===== src/rtl/pc_sequencer_if.sv =====
// Control/status bundle between the datapath and the PC sequencer.
// The datapath side is master, the sequencer is slave.
interface pc_sequencer_if #(
  parameter int CNT_W = 32
);
  logic             run_en;
  logic             step_i;
  logic             halt_i;
  logic             stall_i;
  logic             redirect_i;
  logic [31:0]      redirect_pc_i;
  logic [31:0]      pc_o;
  logic             fetch_en_o;
  logic             flush_o;
  logic [1:0]       state_o;
  logic [CNT_W-1:0] fetch_cnt_o;

  modport master (
    output run_en, step_i, halt_i, stall_i,
    output redirect_i, redirect_pc_i,
    input  pc_o, fetch_en_o, flush_o,
    input  state_o, fetch_cnt_o
  );

  modport slave (
    input  run_en, step_i, halt_i, stall_i,
    input  redirect_i, redirect_pc_i,
    output pc_o, fetch_en_o, flush_o,
    output state_o, fetch_cnt_o
  );
endinterface


===== src/rtl/pc_sequencer.sv =====
// Fetch PC owner and run controller: free-run, single-step, halt.
// Priority in fetching states: halt > redirect > stall > increment.
module pc_sequencer #(
  parameter logic [31:0] RESET_PC = 32'h0000_0000,
  parameter int          CNT_W    = 32
) (
  input logic          clk,
  input logic          rstn,
  pc_sequencer_if.slave bus
);

  typedef enum logic [1:0] {
    PAUSE  = 2'b00,
    RUN    = 2'b01,
    STEP   = 2'b10,
    HALTED = 2'b11
  } st_t;

  localparam logic [CNT_W-1:0] CNT_ONE = 1;

  st_t              st_q, st_d;
  logic [31:0]      pc_q, pc_d;
  logic [CNT_W-1:0] cnt_q, cnt_d;
  logic             flush_q, flush_d;
  logic             fen_q, fen_d;
  logic             step_q;

  logic fetching;
  logic step_edge;
  logic do_halt;
  logic do_redir;
  logic do_inc;
  logic adv;

  always_comb begin
    fetching  = (st_q == RUN) || (st_q == STEP);
    step_edge = bus.step_i & ~step_q;
    do_halt   = fetching & bus.halt_i;
    do_redir  = (st_q != HALTED) & ~do_halt & bus.redirect_i;
    do_inc    = fetching & ~do_halt & ~bus.redirect_i & ~bus.stall_i;
    // A redirect counts as an advance even when stalled
    adv       = fetching & ~do_halt & (bus.redirect_i | ~bus.stall_i);
  end

  always_ff @(posedge clk or negedge rstn) begin
    if (!rstn) begin
      st_q  <= PAUSE;
      fen_q <= 1'b0;
    end else begin
      st_q  <= st_d;
      fen_q <= fen_d;
    end
  end

  always_comb begin
    st_d = st_q;
    unique case (st_q)
      PAUSE: begin
        if (bus.run_en)
          st_d = RUN;
        else if (step_edge)
          st_d = STEP;
      end
      RUN: begin
        if (do_halt)
          st_d = HALTED;
        else if (!bus.run_en)
          st_d = PAUSE;
      end
      STEP: begin
        if (do_halt)
          st_d = HALTED;
        else if (adv)
          st_d = PAUSE;
      end
      HALTED: st_d = HALTED;
      default: st_d = PAUSE;
    endcase
    fen_d = (st_d == RUN) || (st_d == STEP);
  end

  always_comb begin
    pc_d    = pc_q;
    cnt_d   = cnt_q;
    flush_d = 1'b0;
    unique case (1'b1)
      do_redir: begin
        pc_d    = bus.redirect_pc_i & ~32'h3;
        flush_d = 1'b1;
      end
      do_inc:  pc_d = pc_q + 32'd4;
      default: pc_d = pc_q;
    endcase
    if (adv)
      cnt_d = cnt_q + CNT_ONE;
  end

  // step_q resets high so a level held through reset is not an edge
  always_ff @(posedge clk or negedge rstn) begin
    if (!rstn) begin
      pc_q    <= RESET_PC;
      cnt_q   <= '0;
      flush_q <= 1'b0;
      step_q  <= 1'b1;
    end else begin
      pc_q    <= pc_d;
      cnt_q   <= cnt_d;
      flush_q <= flush_d;
      step_q  <= bus.step_i;
    end
  end

  assign bus.pc_o        = pc_q;
  assign bus.fetch_en_o  = fen_q;
  assign bus.flush_o     = flush_q;
  assign bus.state_o     = st_q;
  assign bus.fetch_cnt_o = cnt_q;

endmodule


===== src/flat_wrapper.sv =====
// flat-port wrapper written by rule: the top's interface ports become plain ports
module pc_sequencer_flat 
#(
  parameter logic [31:0] RESET_PC = 32'h0000_0000,
  parameter int          CNT_W    = 32
)
  (clk, rstn, bus_run_en, bus_step_i, bus_halt_i, bus_stall_i, bus_redirect_i, bus_redirect_pc_i, bus_pc_o, bus_fetch_en_o, bus_flush_o, bus_state_o, bus_fetch_cnt_o);
  pc_sequencer_if #(.CNT_W(CNT_W)) bus_i ();
  input logic clk;
  input logic rstn;
  input wire logic [$bits(bus_i.run_en)-1:0] bus_run_en;
  input wire logic [$bits(bus_i.step_i)-1:0] bus_step_i;
  input wire logic [$bits(bus_i.halt_i)-1:0] bus_halt_i;
  input wire logic [$bits(bus_i.stall_i)-1:0] bus_stall_i;
  input wire logic [$bits(bus_i.redirect_i)-1:0] bus_redirect_i;
  input wire logic [$bits(bus_i.redirect_pc_i)-1:0] bus_redirect_pc_i;
  output wire logic [$bits(bus_i.pc_o)-1:0] bus_pc_o;
  output wire logic [$bits(bus_i.fetch_en_o)-1:0] bus_fetch_en_o;
  output wire logic [$bits(bus_i.flush_o)-1:0] bus_flush_o;
  output wire logic [$bits(bus_i.state_o)-1:0] bus_state_o;
  output wire logic [$bits(bus_i.fetch_cnt_o)-1:0] bus_fetch_cnt_o;
  assign bus_i.run_en = bus_run_en;
  assign bus_i.step_i = bus_step_i;
  assign bus_i.halt_i = bus_halt_i;
  assign bus_i.stall_i = bus_stall_i;
  assign bus_i.redirect_i = bus_redirect_i;
  assign bus_i.redirect_pc_i = bus_redirect_pc_i;
  assign bus_pc_o = bus_i.pc_o;
  assign bus_fetch_en_o = bus_i.fetch_en_o;
  assign bus_flush_o = bus_i.flush_o;
  assign bus_state_o = bus_i.state_o;
  assign bus_fetch_cnt_o = bus_i.fetch_cnt_o;
  pc_sequencer #(.RESET_PC(RESET_PC), .CNT_W(CNT_W)) u_core (.clk(clk), .rstn(rstn), .bus(bus_i));
endmodule

===== config.mk =====
export PLATFORM = sky130hd
export DESIGN_NAME = pc_sequencer_flat
export DESIGN_NICKNAME = d
export VERILOG_FILES = /design/src/rtl/pc_sequencer_if.sv /design/src/rtl/pc_sequencer.sv /design/src/flat_wrapper.sv
export SDC_FILE = /design/constraint.sdc
export NUM_CORES = 1
export LEC_CHECK = 0
export BUFFER_PORTS_ARGS = -buffer_cell sky130_fd_sc_hd__buf_2
export CORE_MARGIN = 2
export CORE_UTILIZATION = 39
export DETAILED_ROUTE_END_ITERATION = 8
export GPL_ROUTABILITY_DRIVEN = 0
export SLEW_MARGIN = 20
export SYNTH_ARGS = -nofsm -noshare
export SYNTH_HDL_FRONTEND = slang
export SYNTH_SLANG_ARGS = --single-unit

===== constraint.sdc =====
create_clock -name clk -period 3.3 [get_ports clk]
set_input_delay 0.33 -clock clk [delete_from_list [all_inputs] [get_ports clk]]
set_output_delay 0.33 -clock clk [all_outputs]
set_load 0.005 [all_outputs]

* Word level (Yosys, flattened, before mapping)
Index checks and enable logic that the tools add are counted.
** Word-level totals
- Register bits after elaboration :: 69
- Output and inout port bits :: 68
- Logic and storage cells :: 40
- Input port bits :: 39
** Operators by class
- Multiplexer cells :: 9
- Bitwise logic cells :: 13
- $add $sub $neg :: 2
- Reductions and logical operators :: 4
- Eq/ne operators :: 6
** Operators with widths (count)
- case mux 32 bit (2 select lines) :: 1
- adder 32 x 1 -> 32 bit (second input constant) :: 1
- adder 32 x 3 -> 32 bit (second input constant) :: 1
- two-way mux 2 bit :: 6
- bitwise AND 1 bit :: 8
- case mux 2 bit (4 select lines) :: 1
- equality test 2 bit (second input constant) :: 3
- equality test 2 x 1 -> 1 bit (second input constant) :: 2
- NOT 1 bit :: 4
- zero test 2 bit :: 1
- logical OR 1 bit :: 2
- != test 2 bit (second input constant) :: 1
- nonzero test 2 bit :: 1
- two-way mux 1 bit :: 1
- bitwise OR 1 bit :: 1

* Depth between registers and ports, before layout
Gate-level depths: netlist of run 1.
- Depth after elaboration :: 11
- Gate-level depth with buffers :: 9
- Mapped depth without buffers :: 8

* Worst setup path after synthesis of run 1
Ideal clock, no wire load.
- Kind :: register -> register
- Start :: register u_core.st_q[0], in the netlist u_core.bus.state_o[0]
- End :: register u_core.pc_q[18], in the netlist u_core.bus.pc_o[18]
- Setup slack :: 0.814 ns
- Arrival :: 2.355 ns
- Cell stages (with the launch flop) :: 9
- Library setup time :: 0.131 ns
- Path through :: dfrtp_1 > inv_1 > ha_1 > or4b_4 > buf_6 > or4_4 > or2_4 > nand3_2 > o211ai_2
** On the way
- Word-level cells in the longest chain between the ends :: 8
** RTL lines
- start: declaration :: RTL line pc_sequencer.sv:21 : st_t st_q, st_d;
- start signal: assignment :: RTL line pc_sequencer.sv:50 : st_q <= st_d;
- equality test 2 x 1 -> 1 bit or equality test 2 bit (tied branches) :: RTL line pc_sequencer.sv:36 : fetching = (st_q == RUN) || (st_q == STEP);
- logical OR 1 bit :: RTL line pc_sequencer.sv:36
- bitwise AND 1 bit :: RTL line pc_sequencer.sv:38 : do_halt = fetching & bus.halt_i;
- NOT 1 bit :: RTL line pc_sequencer.sv:39, pc_sequencer.sv:40
- bitwise AND 1 bit (3 in a row) :: RTL line pc_sequencer.sv:40 : do_inc = fetching & ~do_halt & ~bus.redirect_i & ~bus.stall_i;
- case mux 32 bit (2 select lines) or nonzero test 2 bit (tied branches)
- end signal: assignment :: RTL line pc_sequencer.sv:106 : pc_q <= pc_d;
- end: declaration :: RTL line pc_sequencer.sv:22 : logic [31:0] pc_q, pc_d;
Parallel ways exist; a longest one is shown, timed or not.
A chain may end at the register's enable or synchronous reset.

* Worst setup path in the final report of run 1
- Start :: register u_core.st_q[0], in the netlist u_core.bus.state_o[0]
- End :: register u_core.pc_q[21], in the netlist u_core.bus.pc_o[21]
Same word-level chain as after synthesis.

==> results of run 1 <==
## through the flow
step / util / cell area (um^2) / power (mW) / hold slack (ns) / worst slack, ns
finish: 0.5025 / 4339 / 3.292 / 0.09981 / 0.5382
global route: 0.5025 / 4339 / 3.547 / 0.07607 / 0.3909
CTS: 0.5025 / 4339 / 3.327 / 0.07850 / 0.5341
detailed placement: 0.4749 / 4101 / 2.519 / 0.2643 / 0.5492
global placement: 0.4749 / 4101 / 2.487 / 0.2660 / 0.6334
floorplan: - / 3455 / 2.024 / 0.03441 / 0.8140
## report_power, final
part / switching [mW] / total, mW / leakage [nW] / internal [mW]
Clock: 0.321 / 0.787 / 0.113 / 0.466
Sequential: 0.309 / 1.37 / 0.847 / 1.06
Combinational: 0.607 / 1.13 / 1.08 / 0.527
## per-layer routing
| metal | wire length [um] | global-route usage | up-vias |
|---|---|---|---|
| met5 | 0 | 0 | - |
| met4 | 80 | 0.04915 | 0 |
| met3 | 607 | 0.06156 | 7 |
| met2 | 3737 | 0.2703 | 91 |
| met1 | 4135 | 0.2538 | 1486 |
| li1 | - | - | 1519 |
## Yosys cell counts, types with 2 or more instances
| cell type | count | area share |
|---|---|---|
| o22ai_1 | 4 | 0.0073 |
| o311ai_0 | 2 | 0.0051 |
| a311oi_1 | 7 | 0.018 |
| nand2b_1 | 3 | 0.0054 |
| a211oi_1 | 8 | 0.017 |
| and4_1 | 7 | 0.018 |
| a21o_1 | 2 | 0.0043 |
| ha_1 | 6 | 0.022 |
| nor2_1 | 25 | 0.027 |
| nand3_1 | 27 | 0.039 |
| a21oi_1 | 7 | 0.010 |
| xor2_1 | 7 | 0.018 |
| nand2_1 | 45 | 0.049 |
| nor3_1 | 11 | 0.016 |
| xnor2_1 | 25 | 0.063 |
| inv_1 | 4 | 0.0043 |
| nor4_1 | 4 | 0.0073 |
| nand4_1 | 13 | 0.024 |
| buf_4 | 2 | 0.0043 |
| o211ai_1 | 8 | 0.017 |
| a31oi_1 | 7 | 0.013 |
| a221o_1 | 3 | 0.0087 |
| dfrtp_1 | 66 | 0.48 |
| o21ai_0 | 3 | 0.0043 |
| and3_1 | 15 | 0.027 |
| clkbuf_1 | 9 | 0.0098 |
## layout make-up
cell class | instances | area, um^2
fill | 862 | 4297
multi-input combinational | 266 | 1703
sequential | 67 | 1678
timing repair buffer | 111 | 580.6
clock buffer | 12 | 155.1
tap | 108 | 135.1
clock inverter | 4 | 72.57
inverter | 4 | 15.01
## repair_timing
action	4_1_cts	5_1_grt
hold buffers	1	0
endpoints found under the setup margin	0	0
resized for setup	0	0
endpoints found under the hold margin	14	0
## placed cells by master, fill, tap and decap left out, types with 2 or more instances in the layout
cell type | netlist | routed
inv_1 | 4 | 4
dfrtp_1 | 66 | 66
nand3_1 | 27 | 27
xor2_1 | 7 | 7
a31oi_1 | 7 | 7
nor2_1 | 25 | 25
nor3_1 | 11 | 11
and3_1 | 15 | 15
o311ai_0 | 2 | 2
nand4_1 | 13 | 13
nor4_1 | 4 | 4
o21ai_0 | 3 | 3
nand2b_1 | 3 | 3
a311oi_1 | 7 | 7
buf_2 | 0 | 102
conb_1 | 1 | 2
ha_1 | 6 | 6
xnor2_1 | 25 | 25
a21o_1 | 2 | 2
buf_4 | 2 | 8
a221o_1 | 3 | 3
o22ai_1 | 4 | 4
clkbuf_8 | 0 | 11
o211ai_1 | 8 | 8
nand2_1 | 45 | 45
and4_1 | 7 | 7
bufinv_16 | 0 | 2
a211oi_1 | 8 | 8
a21oi_1 | 7 | 7
## sequential cells by signal (all words and copies together) (netlist names)
signal	count
u_core.bus.fetch_en_o	1
u_core.bus.fetch_cnt_o	32
u_core.step_q	1
u_core.bus.flush_o	1
u_core.bus.pc_o	30
u_core.bus.state_o	2
## path summary, 6_finish.rpt
check | cells after the start | end | slack [ns] | startpoint
min in group asynchronous | 2 | u_core.bus.pc_o[24]$_DFFE_PN0P_ | 0.44 | rstn
max in group asynchronous | 3 | u_core.bus.fetch_cnt_o[24]$_DFFE_PN0P_ | 2.12 | rstn
max reg2reg | 7 | u_core.bus.pc_o[21]$_DFFE_PN0P_ | 0.54 | u_core.bus.state_o[0]$_DFF_PN0_
max | 7 | u_core.bus.pc_o[21]$_DFFE_PN0P_ | 0.54 | u_core.bus.state_o[0]$_DFF_PN0_
min reg2reg | 1 | u_core.bus.fetch_cnt_o[31]$_DFFE_PN0P_ | 0.47 | u_core.bus.fetch_cnt_o[31]$_DFFE_PN0P_
min | 1 | u_core.step_q$_DFF_PN1_ | 0.1 | bus_step_i
## critical path: cells and delay by family (launching register included)
| kind | cells | cell delay, ns |
|---|---|---|
| buffers and inverters | 1 | 0.10 |
| flip-flops | 1 | 0.47 |
| adder cells (fa/ha/maj) | 1 | 0.35 |
| AND/OR/NAND/NOR | 3 | 1.36 |
| AO/OA/AOI/OAI | 2 | 0.37 |
## logic make-up (layout without fill, tap and decap cells)
| family | count (synthesis) | after routing | synth area share |
|---|---|---|---|
| simple gates | 165 | 165 | 0.2524 |
| flops | 67 | 67 | 0.4862 |
| compound gates | 60 | 60 | 0.1309 |
| xor+xnor | 32 | 32 | 0.08122 |
| buf+inv | 17 | 131 | 0.02320 |
| fa+ha+maj | 6 | 6 | 0.02175 |
| other cells | 1 | 2 | 0.001087 |
| mux | 1 | 1 | 0.003263 |
==> out/results.txt, run 1 <==
Inst Count DP - 555
Die H - 98.07 um
Worst IR Drop VDD - 446.0 uV
P_leak - 2.037 nW
GRT Resource Usage Total - 0.1814
Sink Count - 67
RSZ-0062 raised after global routing - no
Final Slew Violations - 0
Prevailing post-synth register cell - dfrtp_1
WS Path Type - reg2reg
Non-Filler Instances - 572
CTS tree - done
CTS Buf Count - 9
Max-cap violations - 0
Via Count - 3,103
Initial antenna violation count - 1
Post-DP HPWL - 6.225 mm
Final setup TNS - 0 ns
Data required time of the worst path - 3.54 ns
Worst-path cell chain - inv_1 > ha_1 > or4b_4 > or3_1 > nor3_4 > a211oi_1 > a311oi_1
Synth Instances - 349
DRC - 0
Seq/Total Area, Yosys - 0.4862
CP arrival - 3.01 ns
Unique cell type count in the Yosys netlist - 55
Die area - 9617 um^2
Die Wd - 98.07 um
Ys Warns - 0
CTS H-Tree Depth - 3
PwrDens - 758.7 nW/um^2
Worst-margin pin slew - 0.7152 ns
Status - finished, final reports clean
Nets - 504
Worst slew margin - 0.5188
Vias per cell - 5.425
Clk_lat worst skew - 0.34 ns
Post-CTS Repair Setup Buffers - 0
Slowest-stage cell, CP - or4b_4
Period utilization - 0.8369
Post-synthesis async set-or-reset flop share - 1.000
Largest net degree at the start of global routing - 32
Number of global-route vias before repair - 2,907
CTS Buffer Depth - 2
Worst hold path type - in2reg
Antenna viol nets, final - 0
Crit path launch type - flop
Total I/O pin count - 107
Clock Root Buffer - clkbuf_8
Mapped Area - 3451 um^2
Fmax - 362.1 MHz
Num rows - 34
Ratio of cells with drive above 1 in the final layout - 0.3017
Min Tclk post-route - 2.762 ns
Final Hold Viols - 0
First-pass GRT wire length - 14.23 mm
Setup violations, final - 0
Wirelength per Cell - 14.97 um
Yosys reg bits - 67
DRT Wirelength - 8.560 mm
Largest stage delay, worst path - 0.62 ns
Post-synth EDFFs - 0
Worst-path clk slew - 0.08 ns
PortBufs - 102
Detailed Routing Iterations Pass 1 - 5
Iteration-0 DRC Markers - 92
Critical path peak fanout - 20
Syn-to-layout area delta - 25.74%
Count of inserted antenna diode cells - 0
Remaining global-route overflow - 0
Initial Utilization - 0.3996
Core area - 8636 um^2
Syn_area_per_cell - 9.888 um^2
CP Capture Type - flop
Clk_skew - 0.007925 ns
Note: power is estimated with default switching activity, not from simulation.
==> run 2, diff against run 1 <==
==> constraint.sdc (replaced) <==
create_clock -name clk -period 2.6 [get_ports clk]
set_input_delay 0.26 -clock clk [delete_from_list [all_inputs] [get_ports clk]]
set_output_delay 0.26 -clock clk [all_outputs]
set_load 0.005 [all_outputs]
==> run 2 against run 1 <==
Net effect:
- non-clock buffer count rose by 6
- die area did not move
- cell area rose by 0.61%
- sequential cell count did not move
- clock power rose by 10%
- largest cell class unchanged
- highest routed layer unchanged
==> out/results.txt, run 2 (synthesis results as in run 1) <==
Worst slew margin - 0.4108 (-0.1080)
Non-Filler Instances - 578 (+1.0%)
Worst hold path cell count - 1 (unchanged)
Count of inserted antenna diode cells - 0 (unchanged)
Max reg flops - 32 (unchanged)
Data required time of the worst path - 2.83 ns (-0.71 ns)
Clock Root Buffer - clkbuf_8
WS Path Type - reg2reg
CP arrival - 2.73 ns (-0.28 ns)
Num rows - 34 (unchanged)
Hold-fix buffers at CTS - 0 (-1)
Vias per cell - 5.325 (-1.8%)
Commonest non-fill, non-tap cell in the layout - buf_2
CTS Buffer Depth - 2 (unchanged)
P_leak - 2.061 nW (+1.2%)
Commonest non-fill, non-tap cells in the layout - 102 x buf_2, 66 x dfrtp_1, 45 x nand2_1, 27 x nand3_1
Initial Utilization - 0.3996 (unchanged)
Remaining global-route overflow - 0 (unchanged)
Via Count - 3,078 (-0.81%)
Syn-to-layout area delta - 26.50%
Final Slew Violations - 0 (unchanged)
Post-DP HPWL - 6.384 mm (+2.6%)
CP Capture Type - flop
CTS H-Tree Depth - 3 (unchanged)
Clk_lat worst skew - 0.34 ns (about the same)
Worst IR Drop VDD - 458.8 uV (+2.9%)
Worst hold path type - in2reg
DRT Wirelength - 8.800 mm (+2.8%)
CTS tree - done
Nets - 510 (+1.2%)
Dpl cell area - 4151 um^2 (+1.2%)
Inst Count DP - 560 (+0.90%)
Final setup TNS - 0 ns (unchanged)
Final hold slack - 0.02259 ns (-0.07722 ns)
PortBufs - 102 (unchanged)
Die area - 9617 um^2 (unchanged)
Status - finished, final reports clean
Final Hold Viols - 0 (unchanged)
Post-route design area - 4365 um^2 (+0.61%)
Detailed Routing Iterations Pass 1 - 4 (-1)
Setup violations, final - 0 (unchanged)
Dpl ws - 0.1048 ns (-0.4444 ns)
Iteration-0 DRC Markers - 61 (-34%)
# fillers - 853 (-1.0%)
Total I/O pin count - 107 (unchanged)
Worst-path clk slew - 0.07 ns (about the same)
Crit path launch type - flop
Number of global-route vias before repair - 2,913 (+0.21%)
RSZ-0062 raised after global routing - no
Die Wd - 98.07 um (unchanged)
Fmax - 400.7 MHz (+11%)
Worst-margin pin slew - 0.8838 ns (+0.1686 ns)
PwrDens - 937.6 nW/um^2 (+24%)
Antenna viol nets, final - 0 (unchanged)
Critical path peak fanout - 7 (-65%)
Period utilization - 0.9599 (+0.1230)
First-pass GRT wire length - 14.15 mm (-0.63%)
Ratio of cells with drive above 1 in the final layout - 0.3149 (+0.01317)
Initial antenna violation count - 1 (unchanged)
Setup ws final - 0.1042 ns (-0.4341 ns)
Wirelength per Cell - 15.22 um (+1.7%)
Sink Count - 67 (unchanged)
Core area - 8636 um^2 (unchanged)
Clk_skew - 0.009812 ns (+0.001887 ns)
Max-cap violations - 0 (unchanged)
Die H - 98.07 um (unchanged)
CTS Buf Count - 9 (unchanged)
Largest net degree at the start of global routing - 39 (+22%)
Reg2reg path depth - 7 (unchanged)
DRC - 0 (unchanged)
GRT Resource Usage Total - 0.1839 (+0.002558)
Min Tclk post-route - 2.496 ns (-0.2659 ns)
## run 2: worst max-delay path: stages, from the launching register on
cell	delay [ns]
dfrtp_1	0.35
inv_1	0.07
ha_1	0.34
or4b_4	0.53
or3_4	0.44
nor3_4	0.26
a211oi_1	0.12
a311oi_1	0.27
## run 2: final timing paths
path                                                         from                                      to  slack, ns
max reg2reg                       u_core.bus.state_o[1]$_DFF_PN0_         u_core.bus.pc_o[21]$_DFFE_PN0P_       0.10
max in group asynchronous                                    rstn            u_core.bus.flush_o$_DFF_PN0_       1.80
min                                                    bus_step_i                 u_core.step_q$_DFF_PN1_       0.02
min in group asynchronous                                    rstn         u_core.bus.pc_o[27]$_DFFE_PN0P_       0.03
max                               u_core.bus.state_o[1]$_DFF_PN0_         u_core.bus.pc_o[21]$_DFFE_PN0P_       0.10
min reg2reg                u_core.bus.fetch_cnt_o[31]$_DFFE_PN0P_  u_core.bus.fetch_cnt_o[31]$_DFFE_PN0P_       0.47
## run 2: final cells by class
class / count / area (um^2) / share of cell area
Clock buffer: 11 / 141.4 / 0.03239
Clock inverter: 5 / 52.55 / 0.01204
Inverter: 4 / 15.01 / 0.003439
Timing Repair Buffer: 117 / 635.6 / 0.1456
Sequential cell: 67 / 1678 / 0.3844
Tap cell: 108 / 135.1 / 0.03095
Multi-Input combinational cell: 266 / 1708 / 0.3912
## run 2: what timing repair did
item                                    in CTS  in global routing
buffers inserted                             0                  2
endpoints found under the setup margin       0                  2
gates resized for setup                      0                  1
## run 2: report_power, final
part,switching [mW],internal (mW)
clock network,0.405,0.465
registers,0.368,1.35
logic,0.802,0.705
total,1.57,2.52
## run 2: metal layers
layer,up-vias,routed length [um],GRT usage
met4,0,126,0.07479
met2,79,3903,0.2813
met5,-,0,0
li1,1518,-,-
met1,1472,4323,0.2535
met3,9,446,0.04152
## run 2: through the flow
step           power (mW)    util
2_1_floorplan       2.570       -
3_3_place_gp        3.207  0.4807
3_5_place_dp        3.237  0.4807
4_1_cts             4.133  0.5032
5_1_grt             4.393  0.5055
6_report            4.093  0.5055
==> run 3, diff against run 2 <==
--- a/config.mk
+++ b/config.mk
@@ -5,7 +5,8 @@
 export SDC_FILE = /design/constraint.sdc
 export NUM_CORES = 1
 export LEC_CHECK = 0
-export BUFFER_PORTS_ARGS = -buffer_cell sky130_fd_sc_hd__buf_2
+export ABC_CLOCK_PERIOD_IN_PS = 2600
+export BUFFER_PORTS_ARGS = -buffer_cell sky130_fd_sc_hd__buf_4
 export CORE_MARGIN = 2
 export CORE_UTILIZATION = 39
 export DETAILED_ROUTE_END_ITERATION = 8
==> run 3 against run 2 <==
Net effect:
- worst hold slack better by 0.00084 ns
- global-route usage is 0.36 points higher
- critical path depth stayed put
- setup slack better by 0.039 ns
- via count is 1.7% higher
- cell area is 6.1% higher
- die area stayed put
- final cell count is 0.52% lower
- clock skew is 0.0042 ns higher
- power is 7.6% higher
- combinational power is 11% higher
- count of clock-buffer cells in the layout stayed put
- critical path type unchanged
==> out/results.txt, run 3 (synthesis results as in run 1) <==
Initial antenna violation count - 0 (-1)
Setup ws final - 0.1432 ns (+0.03900 ns)
# fillers - 819 (-4.0%)
Antenna viol nets, final - 0 (unchanged)
CTS H-Tree Depth - 3 (unchanged)
Reg2reg end - u_core.bus.pc_o[21]$_DFFE_PN0P_
PwrDens - 951.1 nW/um^2 (+1.4%)
CTS tree - done
Pwr Total - 4.404 mW (+7.6%)
P_leak - 2.116 nW (+2.7%)
Commonest non-fill, non-tap cells in the layout - 113 x buf_4, 66 x dfrtp_1, 45 x nand2_1, 27 x nand3_1
Post-DP HPWL - 6.320 mm (-1.0%)
PortBufs - 102 (unchanged)
Via Count - 3,129 (+1.7%)
Worst slew margin - 0.4160 (+0.005178)
Max-cap violations - 0 (unchanged)
Final setup TNS - 0 ns (unchanged)
Reg2reg path depth - 7 (unchanged)
First-pass GRT wire length - 14.54 mm (+2.8%)
DRC - 0 (unchanged)
Nets - 507 (-0.59%)
Worst r2r src - u_core.bus.state_o[1]$_DFF_PN0_
Worst-margin pin slew - 0.8760 ns (-0.007767 ns)
Worst IR Drop VDD - 482.8 uV (+5.2%)
Critical path peak fanout - 7 (unchanged)
Min Tclk post-route - 2.457 ns (-0.03900 ns)
CP arrival - 2.69 ns (-0.04 ns)
Sink Count - 67 (unchanged)
CTS Buffer Depth - 2 (unchanged)
Worst hold path type - in2async
Clk_lat worst skew - 0.34 ns (about the same)
Remaining global-route overflow - 0 (unchanged)
Final Slew Violations - 0 (unchanged)
Clock Root Buffer - clkbuf_8
RSZ-0062 raised after global routing - no
Detailed Routing Iterations Pass 1 - 4 (unchanged)
CP startpoint - u_core.bus.state_o[1]$_DFF_PN0_
Clk_skew - 0.01405 ns (+0.004235 ns)
Commonest non-fill, non-tap cell in the layout - buf_4
WS Path Type - reg2reg
Dpl ws - 0.1120 ns (+0.007184 ns)
Vias per cell - 5.442 (+2.2%)
Max reg flops - 32 (unchanged)
Iteration-0 DRC Markers - 98 (+61%)
Inst Count DP - 559 (-0.18%)
Total I/O pin count - 107 (unchanged)
Largest net degree at the start of global routing - 68 (+74%)
Data required time of the worst path - 2.84 ns (about the same)
Non-Filler Instances - 575 (-0.52%)
Die Wd - 98.07 um (unchanged)
Crit path launch type - flop
Status - finished, final reports clean
DRT Wirelength - 8.892 mm (+1.0%)
CP Capture Type - flop
CTS Buf Count - 9 (unchanged)
Number of global-route vias before repair - 2,923 (+0.34%)
Count of inserted antenna diode cells - 0 (unchanged)
Wirelength per Cell - 15.46 um (+1.6%)
Num rows - 34 (unchanged)
Post-CTS Repair Setup Buffers - 0 (unchanged)
Initial Utilization - 0.3996 (unchanged)
Core area - 8636 um^2 (unchanged)
Die area - 9617 um^2 (unchanged)
Worst-path clk slew - 0.08 ns (about the same)
Die H - 98.07 um (unchanged)
Ratio of cells with drive above 1 in the final layout - 0.3105 (-0.004401)
Fmax - 407.0 MHz (+1.6%)
Final Hold Viols - 0 (unchanged)
Setup violations, final - 0 (unchanged)
Syn-to-layout area delta - 34.19%
Period utilization - 0.9449 (-0.01500)
GRT Resource Usage Total - 0.1875 (+0.003583)
R2R Setup Slk - 0.14 ns (+0.04 ns)
==> run 3: cell types whose count changed in the layout (fill, tap and decap cells not counted), sizes merged <==
cell    delta
inv        +1
clkinv     -2
bufinv     +1
buf        -3
==> run 3: timing repair <==
| item | 4_1_cts | 5_1_grt |
|---|---|---|
| setup endpoints to repair | 0 | 1 |
| gates resized for setup | 0 | 1 |
| hold buffers | 0 | 0 |
==> run 3: worst max-delay path, stage by stage, from the launching register on <==
cell and delay (ns):
dfrtp_1 0.35, inv_1 0.07, ha_1 0.35, or4b_4 0.54, or3_4 0.45, nor3_4 0.20, a211oi_1 0.11, a311oi_1 0.29
==> run 3: worst max-delay path by stage <==
stage,to
after floorplan,u_core.bus.pc_o[18]$_DFFE_PN0P_
after global placement,u_core.bus.pc_o[21]$_DFFE_PN0P_
after detailed placement,u_core.bus.pc_o[21]$_DFFE_PN0P_
after CTS,u_core.bus.pc_o[21]$_DFFE_PN0P_
after global routing,u_core.bus.pc_o[21]$_DFFE_PN0P_
final,u_core.bus.pc_o[21]$_DFFE_PN0P_
==> run 3: power breakdown <==
| group | internal (mW) | leakage, nW | switching, mW | total (mW) |
|---|---|---|---|---|
| clock network | 0.572 | 0.110 | 0.422 | 0.994 |
| registers | 1.35 | 0.847 | 0.388 | 1.74 |
| logic | 0.869 | 1.16 | 0.806 | 1.67 |
| total | 2.79 | 2.12 | 1.62 | 4.40 |
==> run 3: layout make-up <==
type | count | area [um^2] | share of cell area
Multi-Input combinational cell | 266 | 1708 | 0.3688
Sequential cell | 67 | 1678 | 0.3623
Timing Repair Buffer | 114 | 868.3 | 0.1875
Clock buffer | 11 | 141.4 | 0.03053
Tap cell | 108 | 135.1 | 0.02918
Clock inverter | 5 | 85.08 | 0.01837
Inverter | 4 | 15.01 | 0.003242
==> run 3: metrics by stage <==
step | instance area (um^2) | utilization | hold WS (ns)
finish | 4631 | 0.5362 | 0.02342
floorplan | 3455 | - | -0.03559
global placement | 4399 | 0.5094 | 0.3790
detailed placement | 4399 | 0.5094 | 0.3817
CTS | 4626 | 0.5356 | 0.01266
global route | 4631 | 0.5362 | 0.009052
==> run 3: per-layer routing <==
metal	up-vias	global-route usage	share of wire
met1	1527	0.2762	0.49
met3	6	0.03651	0.052
met5	-	0	0
met2	86	0.2740	0.45
met4	0	0.07051	0.010
li1	1510	-	-
